File: src/rtl/hci_core_join.sv
// hci_core_join: joins NB_IN_CHAN narrow HCI initiator lanes into a single
// wide HCI request and fans the wide read response back out per lane.
// Each lane is granted and latched on its own. The wide request issues once
// every lane is latched. Only one wide transaction is outstanding at a time.
// Optional feature macro: HCI_CORE_JOIN_CHECK_EN. When it is defined, a
// lane-consistency check drives a sticky err_o. When it is not defined,
// err_o is tied to 0.
module hci_core_join #(
    parameter int unsigned DW_OUT     = 64,
    parameter int unsigned NB_IN_CHAN = 2,
    parameter int unsigned AW         = 32,
    parameter int unsigned UW         = 2,
    localparam int unsigned DW_IN     = DW_OUT / NB_IN_CHAN,
    localparam int unsigned BW_IN     = DW_IN / 8,
    localparam int unsigned BW_OUT    = DW_OUT / 8
) (
    input  logic                       clk_i,
    input  logic                       rst_i,
    input  logic                       clear_i,
    input  logic [NB_IN_CHAN-1:0]      in_req_i,
    output logic [NB_IN_CHAN-1:0]      in_gnt_o,
    input  logic [NB_IN_CHAN*AW-1:0]   in_add_i,
    input  logic [NB_IN_CHAN-1:0]      in_wen_i,
    input  logic [NB_IN_CHAN*BW_IN-1:0] in_be_i,
    input  logic [NB_IN_CHAN*DW_IN-1:0] in_data_i,
    input  logic [NB_IN_CHAN*UW-1:0]   in_user_i,
    input  logic [NB_IN_CHAN-1:0]      in_lrdy_i,
    output logic [NB_IN_CHAN-1:0]      in_r_valid_o,
    output logic [NB_IN_CHAN*DW_IN-1:0] in_r_data_o,
    output logic [NB_IN_CHAN*UW-1:0]   in_r_user_o,
    output logic                       out_req_o,
    input  logic                       out_gnt_i,
    output logic [AW-1:0]              out_add_o,
    output logic                       out_wen_o,
    output logic [BW_OUT-1:0]          out_be_o,
    output logic [DW_OUT-1:0]          out_data_o,
    output logic [UW-1:0]              out_user_o,
    output logic                       out_lrdy_o,
    input  logic                       out_r_valid_i,
    input  logic [DW_OUT-1:0]          out_r_data_i,
    input  logic [UW-1:0]              out_r_user_i,
    output logic                       err_o
);

    typedef enum logic [1:0] {
        COLLECT = 2'd0,
        ISSUE   = 2'd1,
        RESP    = 2'd2
    } state_e;

    state_e                        state_q, state_d;
    logic [NB_IN_CHAN-1:0]         collected_q, collected_d;
    logic [NB_IN_CHAN-1:0]         delivered_q, delivered_d;
    logic                          rsp_got_q, rsp_got_d;
    logic [NB_IN_CHAN*AW-1:0]      add_q, add_d;
    logic [NB_IN_CHAN-1:0]         wen_q, wen_d;
    logic [NB_IN_CHAN*BW_IN-1:0]   be_q, be_d;
    logic [NB_IN_CHAN*DW_IN-1:0]   data_q, data_d;
    logic [NB_IN_CHAN*UW-1:0]      user_q, user_d;
    logic [DW_OUT-1:0]             rdata_q, rdata_d;
    logic [UW-1:0]                 ruser_q, ruser_d;
    logic                          err_q, err_d;
    logic [NB_IN_CHAN-1:0]         gnt_s;
    logic [NB_IN_CHAN-1:0]         deliver_s;
    logic                          mismatch_s;

    // Next-state logic: lane collection, wide issue, and response drain.
    always_comb begin
        state_d     = state_q;
        collected_d = collected_q;
        delivered_d = delivered_q;
        rsp_got_d   = rsp_got_q;
        add_d       = add_q;
        wen_d       = wen_q;
        be_d        = be_q;
        data_d      = data_q;
        user_d      = user_q;
        rdata_d     = rdata_q;
        ruser_d     = ruser_q;
        gnt_s       = '0;
        deliver_s   = '0;
        case (state_q)
            COLLECT: begin
                gnt_s = in_req_i & ~collected_q;
                for (int i = 0; i < int'(NB_IN_CHAN); i++) begin
                    if (gnt_s[i]) begin
                        add_d[i*AW +: AW]       = in_add_i[i*AW +: AW];
                        wen_d[i]                = in_wen_i[i];
                        be_d[i*BW_IN +: BW_IN]  = in_be_i[i*BW_IN +: BW_IN];
                        data_d[i*DW_IN +: DW_IN] = in_data_i[i*DW_IN +: DW_IN];
                        user_d[i*UW +: UW]      = in_user_i[i*UW +: UW];
                    end else begin
                        add_d[i*AW +: AW]       = add_q[i*AW +: AW];
                    end
                end
                collected_d = collected_q | gnt_s;
                if (&collected_d) begin
                    state_d = ISSUE;
                end else begin
                    state_d = COLLECT;
                end
            end
            ISSUE: begin
                if (out_gnt_i) begin
                    if (wen_q[0]) begin
                        state_d = RESP;
                    end else begin
                        state_d     = COLLECT;
                        collected_d = '0;
                    end
                end else begin
                    state_d = ISSUE;
                end
            end
            RESP: begin
                if (!rsp_got_q) begin
                    // Capture the wide response once; lanes see it next cycle.
                    if (out_r_valid_i) begin
                        rdata_d   = out_r_data_i;
                        ruser_d   = out_r_user_i;
                        rsp_got_d = 1'b1;
                    end else begin
                        rsp_got_d = 1'b0;
                    end
                end else begin
                    deliver_s   = ~delivered_q & in_lrdy_i;
                    delivered_d = delivered_q | deliver_s;
                    if (&delivered_d) begin
                        state_d     = COLLECT;
                        collected_d = '0;
                        delivered_d = '0;
                        rsp_got_d   = 1'b0;
                    end else begin
                        state_d = RESP;
                    end
                end
            end
            default: begin
                state_d     = COLLECT;
                collected_d = '0;
                delivered_d = '0;
                rsp_got_d   = 1'b0;
            end
        endcase
    end

`ifdef HCI_CORE_JOIN_CHECK_EN
    // Lane-consistency check, evaluated on the fields that will be presented in ISSUE.
    always_comb begin
        mismatch_s = 1'b0;
        for (int i = 1; i < int'(NB_IN_CHAN); i++) begin
            if ((add_d[i*AW +: AW] != (add_d[AW-1:0] + AW'(i) * AW'(BW_IN))) ||
                (wen_d[i] != wen_d[0]) ||
                (user_d[i*UW +: UW] != user_d[UW-1:0])) begin
                mismatch_s = 1'b1;
            end else begin
                mismatch_s = mismatch_s;
            end
        end
        if ((state_q == COLLECT) && (&collected_d)) begin
            err_d = err_q | mismatch_s;
        end else begin
            err_d = err_q;
        end
    end
`else
    // Consistency checking is not built; the error flag stays low.
    always_comb begin
        mismatch_s = 1'b0;
        err_d      = 1'b0;
    end
`endif

    // State and datapath registers; clear_i behaves like reset and wins over any grant.
    always_ff @(posedge clk_i or posedge rst_i) begin
        if (rst_i) begin
            state_q     <= COLLECT;
            collected_q <= '0;
            delivered_q <= '0;
            rsp_got_q   <= 1'b0;
            add_q       <= '0;
            wen_q       <= '0;
            be_q        <= '0;
            data_q      <= '0;
            user_q      <= '0;
            rdata_q     <= '0;
            ruser_q     <= '0;
            err_q       <= 1'b0;
        end else if (clear_i) begin
            state_q     <= COLLECT;
            collected_q <= '0;
            delivered_q <= '0;
            rsp_got_q   <= 1'b0;
            add_q       <= '0;
            wen_q       <= '0;
            be_q        <= '0;
            data_q      <= '0;
            user_q      <= '0;
            rdata_q     <= '0;
            ruser_q     <= '0;
            err_q       <= 1'b0;
        end else begin
            state_q     <= state_d;
            collected_q <= collected_d;
            delivered_q <= delivered_d;
            rsp_got_q   <= rsp_got_d;
            add_q       <= add_d;
            wen_q       <= wen_d;
            be_q        <= be_d;
            data_q      <= data_d;
            user_q      <= user_d;
            rdata_q     <= rdata_d;
            ruser_q     <= ruser_d;
            err_q       <= err_d;
        end
    end

    assign in_gnt_o     = gnt_s;
    assign out_req_o    = (state_q == ISSUE);
    assign out_add_o    = add_q[AW-1:0];
    assign out_wen_o    = wen_q[0];
    assign out_be_o     = be_q;
    assign out_data_o   = data_q;
    assign out_user_o   = user_q[UW-1:0];
    assign out_lrdy_o   = (state_q != RESP) | ~rsp_got_q;
    assign in_r_valid_o = ((state_q == RESP) && rsp_got_q) ? ~delivered_q : '0;
    assign in_r_data_o  = rdata_q;
    assign in_r_user_o  = {NB_IN_CHAN{ruser_q}};
    assign err_o        = err_q;

endmodule

File: config.mk
export PLATFORM = sky130hd
export DESIGN_NAME = hci_core_join
export DESIGN_NICKNAME = d
export VERILOG_FILES = /design/src/rtl/hci_core_join.sv
export SDC_FILE = /design/constraint.sdc
export NUM_CORES = 1
export LEC_CHECK = 0
export ABC_AREA = 1
export CAP_MARGIN = 10
export CORE_AREA = 3 3 156 158
export DETAILED_ROUTE_END_ITERATION = 6
export DIE_AREA = 0 0 159 161
export GPL_TIMING_DRIVEN = 0
export MAX_ROUTING_LAYER = met4
export PLACE_DENSITY = 0.71
export SLEW_MARGIN = 10
export SYNTH_ARGS = -nofsm -noshare
export SYNTH_HDL_FRONTEND = slang
export SYNTH_SLANG_ARGS = --single-unit
File: constraint.sdc
create_clock -name clk_i -period 7.2 [get_ports clk_i]
set_input_delay 0.72 -clock clk_i [delete_from_list [all_inputs] [get_ports clk_i]]
set_output_delay 0.72 -clock clk_i [all_outputs]
set_load 0.01 [all_outputs]
==> metrics.sh, run 1 <==
CRITICAL_PATH.MAX_STAGE_DELAY_NS=0.56
SYNTH_EDF_COUNT=0
COREAREA_SQ_UM=23300
CP-END-KIND='output port'
SYNTHESIS.NETS=1046
YS_TOP_CELLS_BY_AREA='sky130_fd_sc_hd__dfrtp_1, sky130_fd_sc_hd__nand3_1, sky130_fd_sc_hd__nand2_1'
CPMAXSTAGEDELAYCELL='sky130_fd_sc_hd__clkdlybuf4s50_1'
WORSTSETUPSTARTPOINTTYPE='input pin'
WORST-ENDPOINT-ARRIVAL_NS=2.68
ROW_COUNT=56
POST-LAYOUT-TOTAL-POWER_mW=2.45
NETLIST_AREA_SQ_UM=7460
INITIAL_CORE_UTILIZATION=0.321
VIAS_IN_THE_FIRST_GLOBAL_ROUTE=7542
POSTROUTEWIRELENGTH_MM=26.1
SYNTH_WARNINGS=0
MOST-COMMON-LAYOUT-CELLS='sky130_fd_sc_hd__clkdlybuf4s50_1, sky130_fd_sc_hd__nand3_1, sky130_fd_sc_hd__dfrtp_1'
TIMING.CRITICAL_PATH.CELLS='clkdlybuf4s50_1 > inv_1 > nor2_1 > nand2_4 > inv_2 > buf_4 > clkdlybuf4s50_1'
MIN-DELAY-PATH-CLASS='flop to flop'
TOP_LEVEL_PORTS=399
DETAILEDROUTE.FIRSTPASSITERATIONCOUNT=5
MAX_FREQ_GHz=0.294
ANTENNA_VIOLATIONS_BEFORE_REPAIR=2
DRV_SLEW=0
CP_MAX_FO=10
FP.DIEAREA_SQ_UM=25600
NUMCLOCKSINKS=180
CLOCK_SKEW_NS=0.00788
STATUS='complete, no violations'
FINALSETUPVIOLCOUNT=0
REGISTER_AREA_SHARE_AFTER_SYNTHESIS=0.604
PATH_CLASS='input pin to output port'
SYNTHESIS.INSTANCES=829
GRT_OVERFLOW=0
WORST_SKEW_PAIR.LATE_LATENCY_NS=0.43
FINAL.SETUP.TNS_NS=0
CELLLEAKAGEPOWER_nW=5.63
SYNTH_TOP_CELL_AREA_SHARE=0.604
MOST_USED_CELL_CP='sky130_fd_sc_hd__clkdlybuf4s50_1'
CP_REQUIRED_NS=6.48
LARGEST_NET_DEGREE_AT_THE_START_OF_GLOBAL_ROUTING=92
POST_SYNTH.CELL_AREA_AVG_SQ_UM=8.99
DETAIL_ROUTE.WL_PER_CELL_MICRONS=16.9
RELATIVE_SLEW_SLACK=0.557
FINAL_LAYOUT_SIZE_SUFFIX_GT1_FRAC=0.0752
VIAS_PER_CELL=4.68
CLOCKROOTBUFFER='sky130_fd_sc_hd__clkbuf_16'
YS_TYPES=20
GRT_PASS1_WL_MM=41.6
DRT_ITER0_DRC=514
TIMING_WORST_SLEW_PIN_VALUE_NS=0.664
DR_TOTAL_VIAS=7233
CTS_SETUP_BUFFERS=0
DIE_W_MICRONS=159
CTS_MADE_BUFFERS=17
GLOBALPLACE.CONGESTION=0.845
FINAL_ANTENNA_NET_COUNT=0
TIMING.FINAL.CRIT_SHARE=0.473
DRT_DRC_VIOLATIONS_LEFT=0
CTS.CLK_SLEW.WORST_PATHS_NS=0.07
H-TREE-DEPTH=4
POWER_DENSITY_nW_PER_UM2=203
MAX-VDD-IR-DROP_uV=130
TIMING_HOLD_VIOLATIONS_FINAL=0
CTS_BUFFER_DEPTH=2
BUFFER_PORTS.INSERTED=362
CTS_TREE='yes'
POSTSYNTH.ASYNCRESETSHARE=1.00
DIE_H_MICRONS=161
MAXCAPVIOLCOUNT=0
HOLD_SLACK_NS=0.510
FINISH.NET_COUNT=1428
DP.FINAL_HPWL_MM=19.6
NETLIST.TOP_CELL.BY_AREA='sky130_fd_sc_hd__dfrtp_1'
MOSTFREQUENTLAYOUTCELL='sky130_fd_sc_hd__clkdlybuf4s50_1'
POSTCTSHOLDBUFS=0
SYNTH_FLOP_CELL='sky130_fd_sc_hd__dfrtp_1'
AREA_GROWTH_SYN_TO_LAYOUT_PCT=62.3
CTS-RESIZED-GATES=0
GROUTE.USAGE.OVERALL=0.210
YS_FF_LATCH=180
POST_ROUTE_MINIMUM_PERIOD_NS=3.40
RSZ0062_AT_GRT='false'
## metrics by stage
step | instance area (sq um) | util | worst slack [ns] | instances
6_report | 12100 | 0.520 | 3.80 | 1545
2_1_floorplan | 7460 | - | 1.59 | 829
5_1_grt | 12100 | 0.520 | 3.72 | 1545
3_5_place_dp | 11500 | 0.495 | 3.78 | 1511
4_1_cts | 12100 | 0.520 | 3.77 | 1543
3_3_place_gp | 11500 | 0.493 | -1.09 | 1510
## state kept, by name (all words and copies together), names as in the netlist
signal,flops
in_r_data_o,64
out_data_o,64
add_q,32
out_be_o,8
collected_q,2
delivered_q,2
ruser_q,2
state_q,2
user_q,2
rsp_got_q,1
wen_q,1
## path summary, 6_finish.rpt
kind                                             from                     endpoint  slack, ns  cells past startpoint
setup / recovery                          in_req_i[1]                  in_gnt_o[1]       3.80                      7
hold / removal             out_data_o[53]$_DFFE_PP0P_   out_data_o[53]$_DFFE_PP0P_       0.51                      2
setup reg to reg               state_q[0]$_DFFE_PP0P_    out_data_o[9]$_DFFE_PP0P_       5.54                      6
hold reg to reg            out_data_o[53]$_DFFE_PP0P_   out_data_o[53]$_DFFE_PP0P_       0.51                      2
max in group asynchronous                       rst_i      out_be_o[7]$_DFFE_PP0P_       5.55                      3
min in group asynchronous                       rst_i  in_r_data_o[53]$_DFFE_PP0P_       0.75                      2
## synthesized netlist by cell type, types with 2 or more instances
| cell | count |
|---|---|
| sky130_fd_sc_hd__nor2_4 | 2 |
| sky130_fd_sc_hd__nor2_1 | 12 |
| sky130_fd_sc_hd__dfrtp_1 | 180 |
| sky130_fd_sc_hd__nand3_1 | 183 |
| sky130_fd_sc_hd__buf_2 | 36 |
| sky130_fd_sc_hd__nand2_1 | 179 |
| sky130_fd_sc_hd__clkbuf_1 | 13 |
| sky130_fd_sc_hd__nand2_4 | 2 |
| sky130_fd_sc_hd__a21oi_1 | 52 |
| sky130_fd_sc_hd__o21ai_1 | 40 |
| sky130_fd_sc_hd__inv_2 | 4 |
| sky130_fd_sc_hd__o21ai_0 | 30 |
| sky130_fd_sc_hd__inv_1 | 78 |
| sky130_fd_sc_hd__buf_4 | 12 |
## final cells by class
cell class / count / area (sq um)
antenna: 2 / 5.00
buffer: 62 / 323
clock buffer: 17 / 425
clock inverter: 15 / 155
fill: 2219 / 11200
inverter: 82 / 315
multi-input combinational: 505 / 2320
sequential: 180 / 4500
tap: 319 / 399
timing repair buffer: 363 / 3650
## worst max-delay path, delay by kind of cell
kind | cells | cell delay (ns)
buffers and inverters | 5 | 1.52
AND/OR/NAND/NOR | 2 | 0.43
## per-layer routing
metal	vias to the layer above	GRT usage	wire (microns)
met5	-	-	0
met4	0	0.0613	505
met3	26	0.0675	2160
met2	313	0.347	12500
met1	3436	0.248	10900
li1	3458	-	-
## logic make-up after synthesis
logic type / share of synthesized area
AOI/OAI and AO/OA: 0.0827
buffers and inverters: 0.0846
DFF: 0.604
other: 0.000503
and+or+nand+nor: 0.228
## report_power, final
| group | leakage (nW) | internal, mW | switching [mW] | total [mW] |
|---|---|---|---|---|
| sequential | 2.46 | 1.06 | 0.0284 | 1.09 |
| combinational | 2.87 | 0.217 | 0.203 | 0.420 |
| clock | 0.291 | 0.494 | 0.452 | 0.946 |
| total | 5.63 | 1.77 | 0.684 | 2.45 |
Note: power is estimated with default switching activity, not from simulation.
==> run 2: changes to the inputs <==
Clock period 7.2 ns to 3.6 ns, I/O delays scaled along.
==> metrics.sh, run 2 (same netlist as run 1, synthesis figures left out) <==
FINALSETUPVIOLCOUNT=0  # unchanged
CP_MAX_FO=10  # unchanged
INSTANCES_NO_FILL=1548  # was 1545
RSZ0062_AT_GRT='false'  # unchanged
DR_TOTAL_VIAS=7176  # was 7233
CP-END-KIND='output port'  # unchanged
MIN-DELAY-PATH-CLASS='input pin to asynchronous set/reset pin'  # was flop to flop
POSTROUTEWIRELENGTH_MM=25.8  # was 26.1 mm
MET3WIRELENGTH_MM=2.04  # was 2.16 mm
PATH_CLASS='input pin to output port'  # unchanged
DPL-INSTANCE-AREA_SQ_UM=11600  # was 11500 sq um
POWER_DENSITY_nW_PER_UM2=401  # was 203 nW/um^2
MOSTFREQUENTLAYOUTCELL='sky130_fd_sc_hd__clkdlybuf4s50_1'  # unchanged
INITIAL_CORE_UTILIZATION=0.321  # unchanged
TOP_LAYER_IN_USE='met4'  # unchanged
MOST_USED_CELL_CP='sky130_fd_sc_hd__clkdlybuf4s50_1'  # unchanged
CTS_MADE_BUFFERS=17  # unchanged
MET2WIRELENGTH_MM=12.3  # was 12.5 mm
TIMING.CRITICAL_PATH.CELLS='clkdlybuf4s50_1 > inv_1 > nor2_1 > nand2_4 > inv_2 > buf_4 > clkdlybuf4s50_1'  # unchanged
MAX_FREQ_GHz=0.375
CLOCKROOTBUFFER='sky130_fd_sc_hd__clkbuf_16'  # unchanged
CP_REQUIRED_NS=3.24  # was 6.48 ns
DRV_SLEW=0  # unchanged
VIAS_IN_THE_FIRST_GLOBAL_ROUTE=7276  # was 7542
RRSETUPSLACK_NS=2.01  # was 5.54 ns
MOST-COMMON-LAYOUT-CELLS='sky130_fd_sc_hd__clkdlybuf4s50_1, sky130_fd_sc_hd__nand3_1, sky130_fd_sc_hd__dfrtp_1'  # unchanged
MAX-VDD-IR-DROP_uV=267  # was 130 uV
WORSTSETUPSTARTPOINTTYPE='input pin'  # unchanged
CTS.CLK_SLEW.WORST_PATHS_NS=0.08  # was 0.07 ns
PLACED_CELLS_INCL_TAPS=1515  # was 1511
STATUS='complete, no violations'  # unchanged
POST_ROUTE_MINIMUM_PERIOD_NS=2.67
LARGEST_NET_DEGREE_AT_THE_START_OF_GLOBAL_ROUTING=38  # was 92
GRT_OVERFLOW=0  # unchanged
NUMCLOCKSINKS=180  # unchanged
POSTCTSHOLDBUFS=0  # unchanged
CTS-RESIZED-GATES=0  # unchanged
CRITICAL_PATH.MAX_STAGE_DELAY_NS=0.54  # was 0.56 ns
CP_NUM_BUF_INV=5  # unchanged
CLOCK_SKEW_NS=0.0129  # was 0.00788 ns
DIE_H_MICRONS=161  # unchanged
DETAILEDROUTE.FIRSTPASSITERATIONCOUNT=4  # was 5
ANTENNA_VIOLATIONS_BEFORE_REPAIR=1  # was 2
WORST-ENDPOINT-ARRIVAL_NS=2.31  # was 2.68 ns
GRT_PASS1_WL_MM=40.2  # was 41.6 mm
FINISH.NET_COUNT=1432  # was 1428
CTS_BUFFER_DEPTH=2  # unchanged
RELATIVE_SLEW_SLACK=0.650  # was 0.557
DRT_DRC_VIOLATIONS_LEFT=0  # unchanged
CTS_SETUP_BUFFERS=0  # unchanged
MAXCAPVIOLCOUNT=0  # unchanged
TOP_LEVEL_PORTS=399  # unchanged
CELLLEAKAGEPOWER_nW=5.65  # was 5.63 nW
DP.FINAL_HPWL_MM=19.7  # was 19.6 mm
FP.DIEAREA_SQ_UM=25600  # unchanged
H-TREE-DEPTH=4  # unchanged
CPMAXSTAGEDELAYCELL='sky130_fd_sc_hd__clkdlybuf4s50_1'  # unchanged
ROW_COUNT=56  # unchanged
FINAL_AREA_SQ_UM=12200  # was 12100 sq um
GLOBALPLACE.CONGESTION=0.836  # was 0.845
GROUTE.USAGE.OVERALL=0.203  # was 0.210
DRT_ITER0_DRC=425  # was 514
FINAL_ANTENNA_NET_COUNT=0  # unchanged
AREA_GROWTH_SYN_TO_LAYOUT_PCT=63.0  # was 62.3%
TIMING.FINAL.CRIT_SHARE=0.741
DIE_W_MICRONS=159  # unchanged
FILLERS=2191  # was 2219
WORST_SKEW_PAIR.LATE_LATENCY_NS=0.43  # about the same
FINAL_LAYOUT_SIZE_SUFFIX_GT1_FRAC=0.0774  # was 0.0752
DETAIL_ROUTE.WL_PER_CELL_MICRONS=16.7  # was 16.9 microns
ROUTEDLENGTHMET1_MM=11.0  # was 10.9 mm
TIMING_HOLD_VIOLATIONS_FINAL=0  # unchanged
FINAL.SETUP.TNS_NS=0  # unchanged
VIAS_PER_CELL=4.64  # was 4.68
TIMING.CRITICAL_PATH.MAX_DELAY_FAMILY='buffers and inverters'  # unchanged
TIMING_WORST_SLEW_PIN_VALUE_NS=0.524  # was 0.664 ns
BUFFER_PORTS.INSERTED=362  # unchanged
CTS_TREE='yes'  # unchanged
COREAREA_SQ_UM=23300  # unchanged
-- run 2: per-stage QoR --
stage	hold slack [ns]	power, mW	worst slack [ns]	utilization
2_1_floorplan	0.463	2.54	0.931	-
3_3_place_gp	0.482	3.04	-0.674	0.494
3_5_place_dp	0.485	3.06	0.895	0.498
4_1_cts	0.263	4.93	0.883	0.522
5_1_grt	0.290	5.09	0.770	0.523
6_report	0.272	4.87	0.932	0.523
-- run 2: cell type report --
| type | count | area (sq um) | area share |
|---|---|---|---|
| buffer | 62 | 323 | 0.0266 |
| antenna | 1 | 2.50 | 0.000206 |
| sequential | 180 | 4500 | 0.371 |
| clock inverter | 12 | 114 | 0.00937 |
| timing repair buffer | 367 | 3720 | 0.306 |
| tap | 319 | 399 | 0.0328 |
| multi-input combinational | 505 | 2320 | 0.191 |
| clock buffer | 20 | 457 | 0.0376 |
| inverter | 82 | 312 | 0.0256 |
-- run 2: power breakdown --
part | total, mW | leakage (nW) | internal (mW) | switching [mW]
Clock | 1.86 | 0.280 | 0.956 | 0.903
Sequential | 2.17 | 2.46 | 2.12 | 0.0581
Combinational | 0.841 | 2.90 | 0.441 | 0.400
Total | 4.87 | 5.65 | 3.51 | 1.36
-- run 2: worst paths after layout --
kind                                            start                           to  depth (start not counted)
setup / recovery                          in_req_i[1]                  in_gnt_o[1]                          7
hold / removal                                  rst_i   in_r_data_o[7]$_DFFE_PP0P_                          2
hold reg to reg            collected_q[0]$_DFFE_PP0P_   collected_q[0]$_DFFE_PP0P_                          2
min in group clk_i                   out_r_data_i[51]  in_r_data_o[51]$_DFFE_PP0P_                          3
setup reg to reg               state_q[1]$_DFFE_PP0P_   out_data_o[62]$_DFFE_PP0P_                          7
max in group asynchronous                       rst_i   out_data_o[54]$_DFFE_PP0P_                          4
-- run 2: worst register-to-register path: stages (launching register included) --
cell and delay (ns):
sky130_fd_sc_hd__dfrtp_1 0.43, sky130_fd_sc_hd__nor2_1 0.21, sky130_fd_sc_hd__inv_1 0.13, sky130_fd_sc_hd__nor2_2 0.21
sky130_fd_sc_hd__buf_4 0.23, sky130_fd_sc_hd__buf_4 0.19, sky130_fd_sc_hd__nand3_1 0.08, sky130_fd_sc_hd__nand2_1 0.07
-- run 2: layer usage --
metal  global-route usage  vias up
li1                     -     3464
met1                0.252     3352
met2                0.325      331
met3               0.0651       29
met4               0.0509        0
met5                    -        -
